**config.mk**
```make
export PLATFORM = sky130hd
export DESIGN_NAME = i2c_byte_engine
export DESIGN_NICKNAME = d
export VERILOG_FILES = /design/src/rtl/i2c_pkg.sv /design/src/rtl/i2c_quarter_tick.sv /design/src/rtl/i2c_byte_engine.sv
export SDC_FILE = /design/constraint.sdc
export NUM_CORES = 1
export LEC_CHECK = 0
export CORE_MARGIN = 5
export CORE_UTILIZATION = 51
export CTS_CLUSTER_SIZE = 28
export DETAILED_ROUTE_END_ITERATION = 16
export HOLD_SLACK_MARGIN = 0.15
export PLACE_DENSITY = 0.86
export SLEW_MARGIN = 20
export SYNTH_ARGS = -nofsm -noshare
export SYNTH_HDL_FRONTEND = slang
export SYNTH_SLANG_ARGS = --single-unit
```
**constraint.sdc**
```tcl
create_clock -name clk -period 2.1 [get_ports clk]
set_clock_uncertainty 0.1 [all_clocks]
set_input_delay 0.63 -clock clk [delete_from_list [all_inputs] [get_ports clk]]
set_output_delay 0.63 -clock clk [all_outputs]
set_load 0.01 [all_outputs]
```
**src/rtl/i2c_pkg.sv**
```systemverilog
// i2c_pkg: shared types and constants for the I2C byte engine and the EEPROM
// controller that sequences it (command encoding, engine states, device addresses).
package i2c_pkg;

    typedef enum logic [1:0] {
        CMD_START = 2'd0,
        CMD_WRITE = 2'd1,
        CMD_READ  = 2'd2,
        CMD_STOP  = 2'd3
    } i2c_cmd_t;

    typedef enum logic [1:0] {
        ST_IDLE  = 2'd0,
        ST_START = 2'd1,
        ST_BIT   = 2'd2,
        ST_STOP  = 2'd3
    } i2c_state_t;

    // EEPROM device address with R/W bit, used by the upstream controller
    localparam logic [7:0] I2C_WR_ADDR = 8'hA0;
    localparam logic [7:0] I2C_RD_ADDR = 8'hA1;

    // Index of the ninth (acknowledge) slot within a byte transfer
    localparam logic [3:0] I2C_ACK_SLOT = 4'd8;

endpackage

```
**src/rtl/i2c_quarter_tick.sv**
```systemverilog
// i2c_quarter_tick: divides the system clock into SCL quarter-periods of CLK_DIV
// cycles. tick is high on the last cycle of each quarter. While hold is high the
// count is pinned at 0, which is how a slave stretching SCL delays the quarter.
module i2c_quarter_tick
    import i2c_pkg::*;
#(
    parameter int CLK_DIV = 125
) (
    input  logic clk,
    input  logic rst,
    input  logic run,
    input  logic hold,
    output logic tick
);

    localparam logic [15:0] LAST = 16'(CLK_DIV - 1);

    logic [15:0] cnt;

    // Quarter counter: restarts whenever the engine is idle or the quarter ends
    always_ff @(posedge clk) begin
        if (rst || !run) begin
            cnt <= 16'd0;
        end else if (hold) begin
            cnt <= 16'd0;
        end else if (cnt == LAST) begin
            cnt <= 16'd0;
        end else begin
            cnt <= cnt + 16'd1;
        end
    end

    assign tick = run && !hold && (cnt == LAST);

endmodule

```
**src/rtl/i2c_byte_engine.sv**
```systemverilog
// i2c_byte_engine: bit/byte-level I2C master. Executes one START, WRITE, READ or
// STOP command at a time and drives SCL/SDA through registered open-drain enables.
// Optional build macro I2C_CLOCK_STRETCH_EN: when defined, a slave holding SCL low
// during a released-SCL quarter stalls the quarter counter; otherwise scl_i is unused.
module i2c_byte_engine
    import i2c_pkg::*;
#(
    parameter int CLK_DIV = 125
) (
    input  logic       clk,
    input  logic       rst,
    input  logic       cmd_valid,
    output logic       cmd_ready,
    input  i2c_cmd_t   cmd,
    input  logic [7:0] tx_data,
    input  logic       ack_tx,
    output logic       done,
    output logic [7:0] rx_data,
    output logic       ack_rx,
    output logic       bus_active,
    output logic       scl_oe,
    output logic       sda_oe,
    input  logic       scl_i,
    input  logic       sda_i
);

    i2c_state_t state;
    i2c_cmd_t   op;
    logic [1:0] q;
    logic [3:0] bit_cnt;
    logic [6:0] tx_sh;
    logic [7:0] rx_sh;
    logic       ack_tx_r;
    logic       ack_smp;
    logic       tick;
    logic       run;
    logic       stretch_hold;

    assign run       = (state != ST_IDLE);
    assign cmd_ready = (state == ST_IDLE);

`ifdef I2C_CLOCK_STRETCH_EN
    // Every q2 has SCL released, so a low readback there means the slave is stretching
    assign stretch_hold = run && (q == 2'd2) && !scl_i;
`else
    logic unused_scl_i;
    assign unused_scl_i = scl_i;
    assign stretch_hold = 1'b0;
`endif

    i2c_quarter_tick #(
        .CLK_DIV (CLK_DIV)
    ) u_tick (
        .clk  (clk),
        .rst  (rst),
        .run  (run),
        .hold (stretch_hold),
        .tick (tick)
    );

    // Command FSM: line enables are loaded one quarter ahead so each quarter sees stable pins
    always_ff @(posedge clk) begin
        if (rst) begin
            state      <= ST_IDLE;
            op         <= CMD_START;
            q          <= 2'd0;
            bit_cnt    <= 4'd0;
            tx_sh      <= 7'd0;
            rx_sh      <= 8'd0;
            ack_tx_r   <= 1'b1;
            ack_smp    <= 1'b1;
            scl_oe     <= 1'b0;
            sda_oe     <= 1'b0;
            done       <= 1'b0;
            rx_data    <= 8'h00;
            ack_rx     <= 1'b1;
            bus_active <= 1'b0;
        end else begin
            done <= 1'b0;
            case (state)
                ST_IDLE: begin
                    if (cmd_valid) begin
                        q        <= 2'd0;
                        bit_cnt  <= 4'd0;
                        op       <= cmd;
                        tx_sh    <= tx_data[6:0];
                        ack_tx_r <= ack_tx;
                        scl_oe   <= 1'b1;
                        case (cmd)
                            CMD_START: begin
                                state  <= ST_START;
                                sda_oe <= 1'b0;
                            end
                            CMD_STOP: begin
                                state  <= ST_STOP;
                                sda_oe <= 1'b1;
                            end
                            CMD_WRITE: begin
                                state  <= ST_BIT;
                                sda_oe <= ~tx_data[7];
                            end
                            default: begin
                                state  <= ST_BIT;
                                sda_oe <= 1'b0;
                            end
                        endcase
                    end
                end

                ST_START: begin
                    if (tick) begin
                        case (q)
                            2'd0: begin
                                q      <= 2'd1;
                                scl_oe <= 1'b0;
                            end
                            2'd1: begin
                                q      <= 2'd2;
                                sda_oe <= 1'b1;
                            end
                            2'd2: begin
                                q      <= 2'd3;
                                scl_oe <= 1'b1;
                            end
                            default: begin
                                state      <= ST_IDLE;
                                q          <= 2'd0;
                                done       <= 1'b1;
                                bus_active <= 1'b1;
                            end
                        endcase
                    end
                end

                ST_BIT: begin
                    if (tick) begin
                        case (q)
                            2'd0: begin
                                q <= 2'd1;
                            end
                            2'd1: begin
                                q      <= 2'd2;
                                scl_oe <= 1'b0;
                            end
                            2'd2: begin
                                q <= 2'd3;
                                if (bit_cnt == I2C_ACK_SLOT) begin
                                    ack_smp <= sda_i;
                                end else begin
                                    rx_sh <= {rx_sh[6:0], sda_i};
                                end
                            end
                            default: begin
                                scl_oe <= 1'b1;
                                if (bit_cnt == I2C_ACK_SLOT) begin
                                    state <= ST_IDLE;
                                    q     <= 2'd0;
                                    done  <= 1'b1;
                                    if (op == CMD_READ) begin
                                        rx_data <= rx_sh;
                                    end else begin
                                        ack_rx <= ack_smp;
                                    end
                                end else begin
                                    q       <= 2'd0;
                                    bit_cnt <= bit_cnt + 4'd1;
                                    tx_sh   <= {tx_sh[5:0], 1'b0};
                                    if (bit_cnt == I2C_ACK_SLOT - 4'd1) begin
                                        sda_oe <= (op == CMD_READ) ? ~ack_tx_r : 1'b0;
                                    end else begin
                                        sda_oe <= (op == CMD_READ) ? 1'b0 : ~tx_sh[6];
                                    end
                                end
                            end
                        endcase
                    end
                end

                default: begin
                    if (tick) begin
                        case (q)
                            2'd0: begin
                                q      <= 2'd1;
                                scl_oe <= 1'b0;
                            end
                            2'd1: begin
                                q <= 2'd2;
                            end
                            2'd2: begin
                                q      <= 2'd3;
                                sda_oe <= 1'b0;
                            end
                            default: begin
                                state      <= ST_IDLE;
                                q          <= 2'd0;
                                done       <= 1'b1;
                                bus_active <= 1'b0;
                            end
                        endcase
                    end
                end
            endcase
        end
    end

endmodule

```
==> impl_results.rst <==
.. list-table::
   :header-rows: 1

   * - Metric
     - Value
   * - Outcome
     - complete, no violations
   * - Final max-slew violation count
     - 0
   * - Total number of clock tree sinks
     - 56
   * - Path type of the worst min-delay path
     - flop to flop
   * - Number of antenna violations at the first check in global routing
     - 0
   * - Diodes inserted
     - 0
   * - Largest delay share family, worst path
     - buffers and inverters
   * - Transition time at the pin with the least slew margin
     - 0.3969 ns
   * - Nets
     - 399
   * - Relative slew slack
     - 73.17%
   * - Worst path slowest cell
     - clkdlybuf4s50_1
   * - Yosys reg bits
     - 56
   * - Depth of the worst register-to-register path
     - 7
   * - Root Buffer
     - clkbuf_8
   * - Sum Neg Setup Slack
     - 0 ns
   * - Number of top-level pins
     - 30
   * - Final setup violating endpoints
     - 0
   * - Start point of the worst hold path
     - u_tick.cnt[0]
   * - Reg2Reg Launch Point
     - u_tick.cnt[0]
   * - Hold buffer count at cts
     - 0
   * - Vias in the first global route
     - 2482
   * - Synthesized Nets
     - 346
   * - Min-Delay Endpoint
     - u_tick.cnt[0]
   * - Pwr Total
     - 2241 uW
   * - Cell Rows
     - 27
   * - Horizontal extent of the die
     - 84.50 um
   * - Top library cells by usage in the layout, fill and taps aside
     - dfxtp_1, nand2_1, buf_4
   * - Post-synth top flop
     - dfxtp_1
   * - IR Drop Worst-Case VDD
     - 0.0005226 V
   * - Residual DRC
     - 0
   * - Worst EP arrival
     - 2.20 ns
   * - Top cells by area, synth
     - dfxtp_1, mux2i_1, ha_1
   * - Vias/cell
     - 5.743
   * - Clock period minus final worst setup slack
     - 2.061 ns
   * - Starting utilization of the core area
     - 52.04%
   * - Gp weighted congestion
     - 0.8780
   * - Peak fanout along the critical path
     - 3
   * - Worst-case setup margin in the final layout
     - 0.03890 ns
   * - Fill cell total of the finished layout
     - 422
   * - Die height
     - 84.50 um
   * - Number of hold-slack violations in the final timing report
     - 0
   * - Pin count of the biggest net entering global routing
     - 18
   * - Total number of vias
     - 2527
   * - Post-synth cell types
     - 50
   * - Critical path buffer and inverter count
     - 1
   * - Clock transition at path regs
     - 0.10 ns
   * - CTS tree
     - built
   * - Final Core Density
     - 64.80%
   * - Die Area
     - 7139 sq um
   * - Most area-hungry cell type in the Yosys netlist
     - dfxtp_1
   * - Worst endpoint required time
     - 2.24 ns
   * - WL/cell
     - 15.52 um
   * - Number of instances in the synthesized netlist
     - 315
   * - Core Footprint
     - 5439 sq um
   * - Post-synthesis average cell area
     - 8.985 sq um
   * - Count of yosys warnings during synthesis
     - 0
   * - Maximum capacitance violations
     - 0
   * - Lkg Pwr
     - 0.001434 uW
   * - Syn Std Cell Area
     - 2830 sq um
   * - Part of the cycle the worst path needs
     - 98.15%
   * - Reg-to-reg slack, setup
     - 0.09 ns
   * - Async S/R FF share, synth
     - 0%
   * - Crit start category
     - input pin
   * - Endpoint of the worst register-to-register path
     - bit_cnt[3]
   * - Sequential share of the synthesized area
     - 39.61%
   * - TritonCTS Buffers
     - 5
   * - Most common cell after layout, fill and taps aside
     - dfxtp_1
   * - Largest incremental delay on the critical path
     - 0.53 ns
   * - DRT Pass-1 Iters
     - 4
   * - Critical path type
     - input pin to flop
   * - DRT iter0 DRCs
     - 310
   * - Power density over cell area
     - 635.9 nW/um^2
   * - Share of final-layout standard cells stronger than drive strength 1
     - 16.58%
   * - Number of enable-type register cells in the synthesized netlist
     - 0
   * - Crit path cell chain
     - clkdlybuf4s50_1 -> nand3b_1 -> or2_2 -> a211oi_1 -> mux2i_1
   * - GRT Total Usage
     - 19.13%
   * - Area share of the largest cell type after synthesis
     - 39.61%
   * - Port Buffers
     - 28
   * - Cell depth of the worst min-delay path
     - 1
   * - Skew-Pair Late Insertion Delay
     - 0.31 ns
   * - H-tree lvl count
     - 2
   * - Growth of design area from synthesis to finish
     - 24.54%
   * - F_max
     - 485.2 MHz
   * - Antenna viol nets, final
     - 0
   * - Overflow after GRT
     - 0
   * - CP endpoint kind
     - flop
   * - Post-DP HPWL
     - 4748 um
   * - Worst slack, placed
     - -0.2601 ns
   * - Total detailed-routing wirelength
     - 6827 um
   * - First-pass GRT wire length
     - 11360 um
   * - Clk buf depth
     - 2
## through the flow
step / std cells / hold WS, ns / area (sq um)
final: 440 / 0.3340 / 3525
after global placement: 429 / 0.3347 / 3367
after CTS: 436 / 0.3613 / 3447
after detailed placement: 429 / 0.3481 / 3367
after floorplan: 315 / 0.3255 / 2833
after global routing: 440 / 0.3633 / 3525
## where the power goes
| group | total (uW) | switching [uW] | leakage, uW | internal (uW) |
|---|---|---|---|---|
| Clock | 586 | 351 | 0.0000417 | 235 |
| Combinational | 532 | 275 | 0.000937 | 257 |
| Sequential | 1120 | 21.1 | 0.000454 | 1100 |
| Total | 2240 | 647 | 0.00143 | 1590 |
## registers in the layout, summed over array words and instances (netlist names), 2 cells and up
name,cells
q,2
u_tick.cnt,16
rx_sh,8
tx_sh,7
state,2
bit_cnt,4
rx_data,8
op,2
## cell usage after synthesis, types with 2 or more instances
cell       count
dfxtp_1       56
nand2_1       45
mux2i_1       26
nor2_1        26
ha_1          15
inv_1         15
o21ai_0       12
nand3_1       10
a21oi_1        9
xor2_1         9
clkbuf_1       8
nand4_1        8
mux2_2         7
or3_1          6
and2_1         3
and3_1         3
and4_1         3
buf_2          3
nand3b_1       3
o211ai_1       3
o21a_1         3
o311ai_0       3
o41ai_1        3
a31oi_1        2
a32o_1         2
buf_6          2
nand2b_1       2
nand4b_1       2
nor3_1         2
nor3b_1        2
nor4_1         2
o2111ai_1      2
## worst max path at each step
stage	to	from	slack, ns	depth (start not counted)
after global routing	ack_smp	u_tick.cnt[11]	-0.02	5
final	sda_oe	cmd_valid	0.04	5
after global placement	bit_cnt[0]	cmd_valid	-0.24	5
after CTS	cmd_ready	state[0]	0.01	4
after detailed placement	bit_cnt[1]	cmd_valid	-0.26	5
after floorplan	rx_data[0]	state[0]	0.03	7
## worst reg2reg max path: stages (launching register included)
cell     delay, ns
dfxtp_2       0.35
inv_1         0.05
ha_1          0.19
nor4b_4       0.25
nand2_2       0.12
buf_4         0.18
or4_1         0.50
a31oi_1       0.19
## cell type report
type / count / area [sq um] / area share [%]
timing repair buffer: 60 / 545.5 / 15.48
tap: 72 / 90.09 / 2.556
clock inverter: 1 / 8.758 / 0.2485
clock buffer: 6 / 72.57 / 2.059
inverter: 15 / 56.30 / 1.597
sequential: 56 / 1125 / 31.91
multi-input combinational: 230 / 1627 / 46.15
## cells by family (layout without fill, tap and decap cells)
kind of cell | count (synthesis) | count (layout) | share of synthesized area, %
AOI/OAI and AO/OA | 45 | 45 | 10.61
xor gates and xnor gates | 10 | 10 | 3.095
adders and majority gates | 15 | 15 | 6.631
buffers and inverters | 29 | 82 | 4.509
DFF | 56 | 56 | 39.61
muxes | 33 | 33 | 11.98
and+or+nand+nor | 127 | 127 | 23.56
## timing repair
item,in CTS,in global routing
pin swaps,0,2
gates cloned,0,0
resized for setup,1,12
setup buffers,0,4
endpoints found under the setup margin,1,28
## metal layers
layer	vias up	share of wire [%]	track usage [%]
met5	-	0	0
met1	1208	43	24.08
met3	16	5.5	4.220
met2	85	49	31.96
met4	0	2.3	7.194
li1	1218	-	-
(Power assumes the default switching activity.)
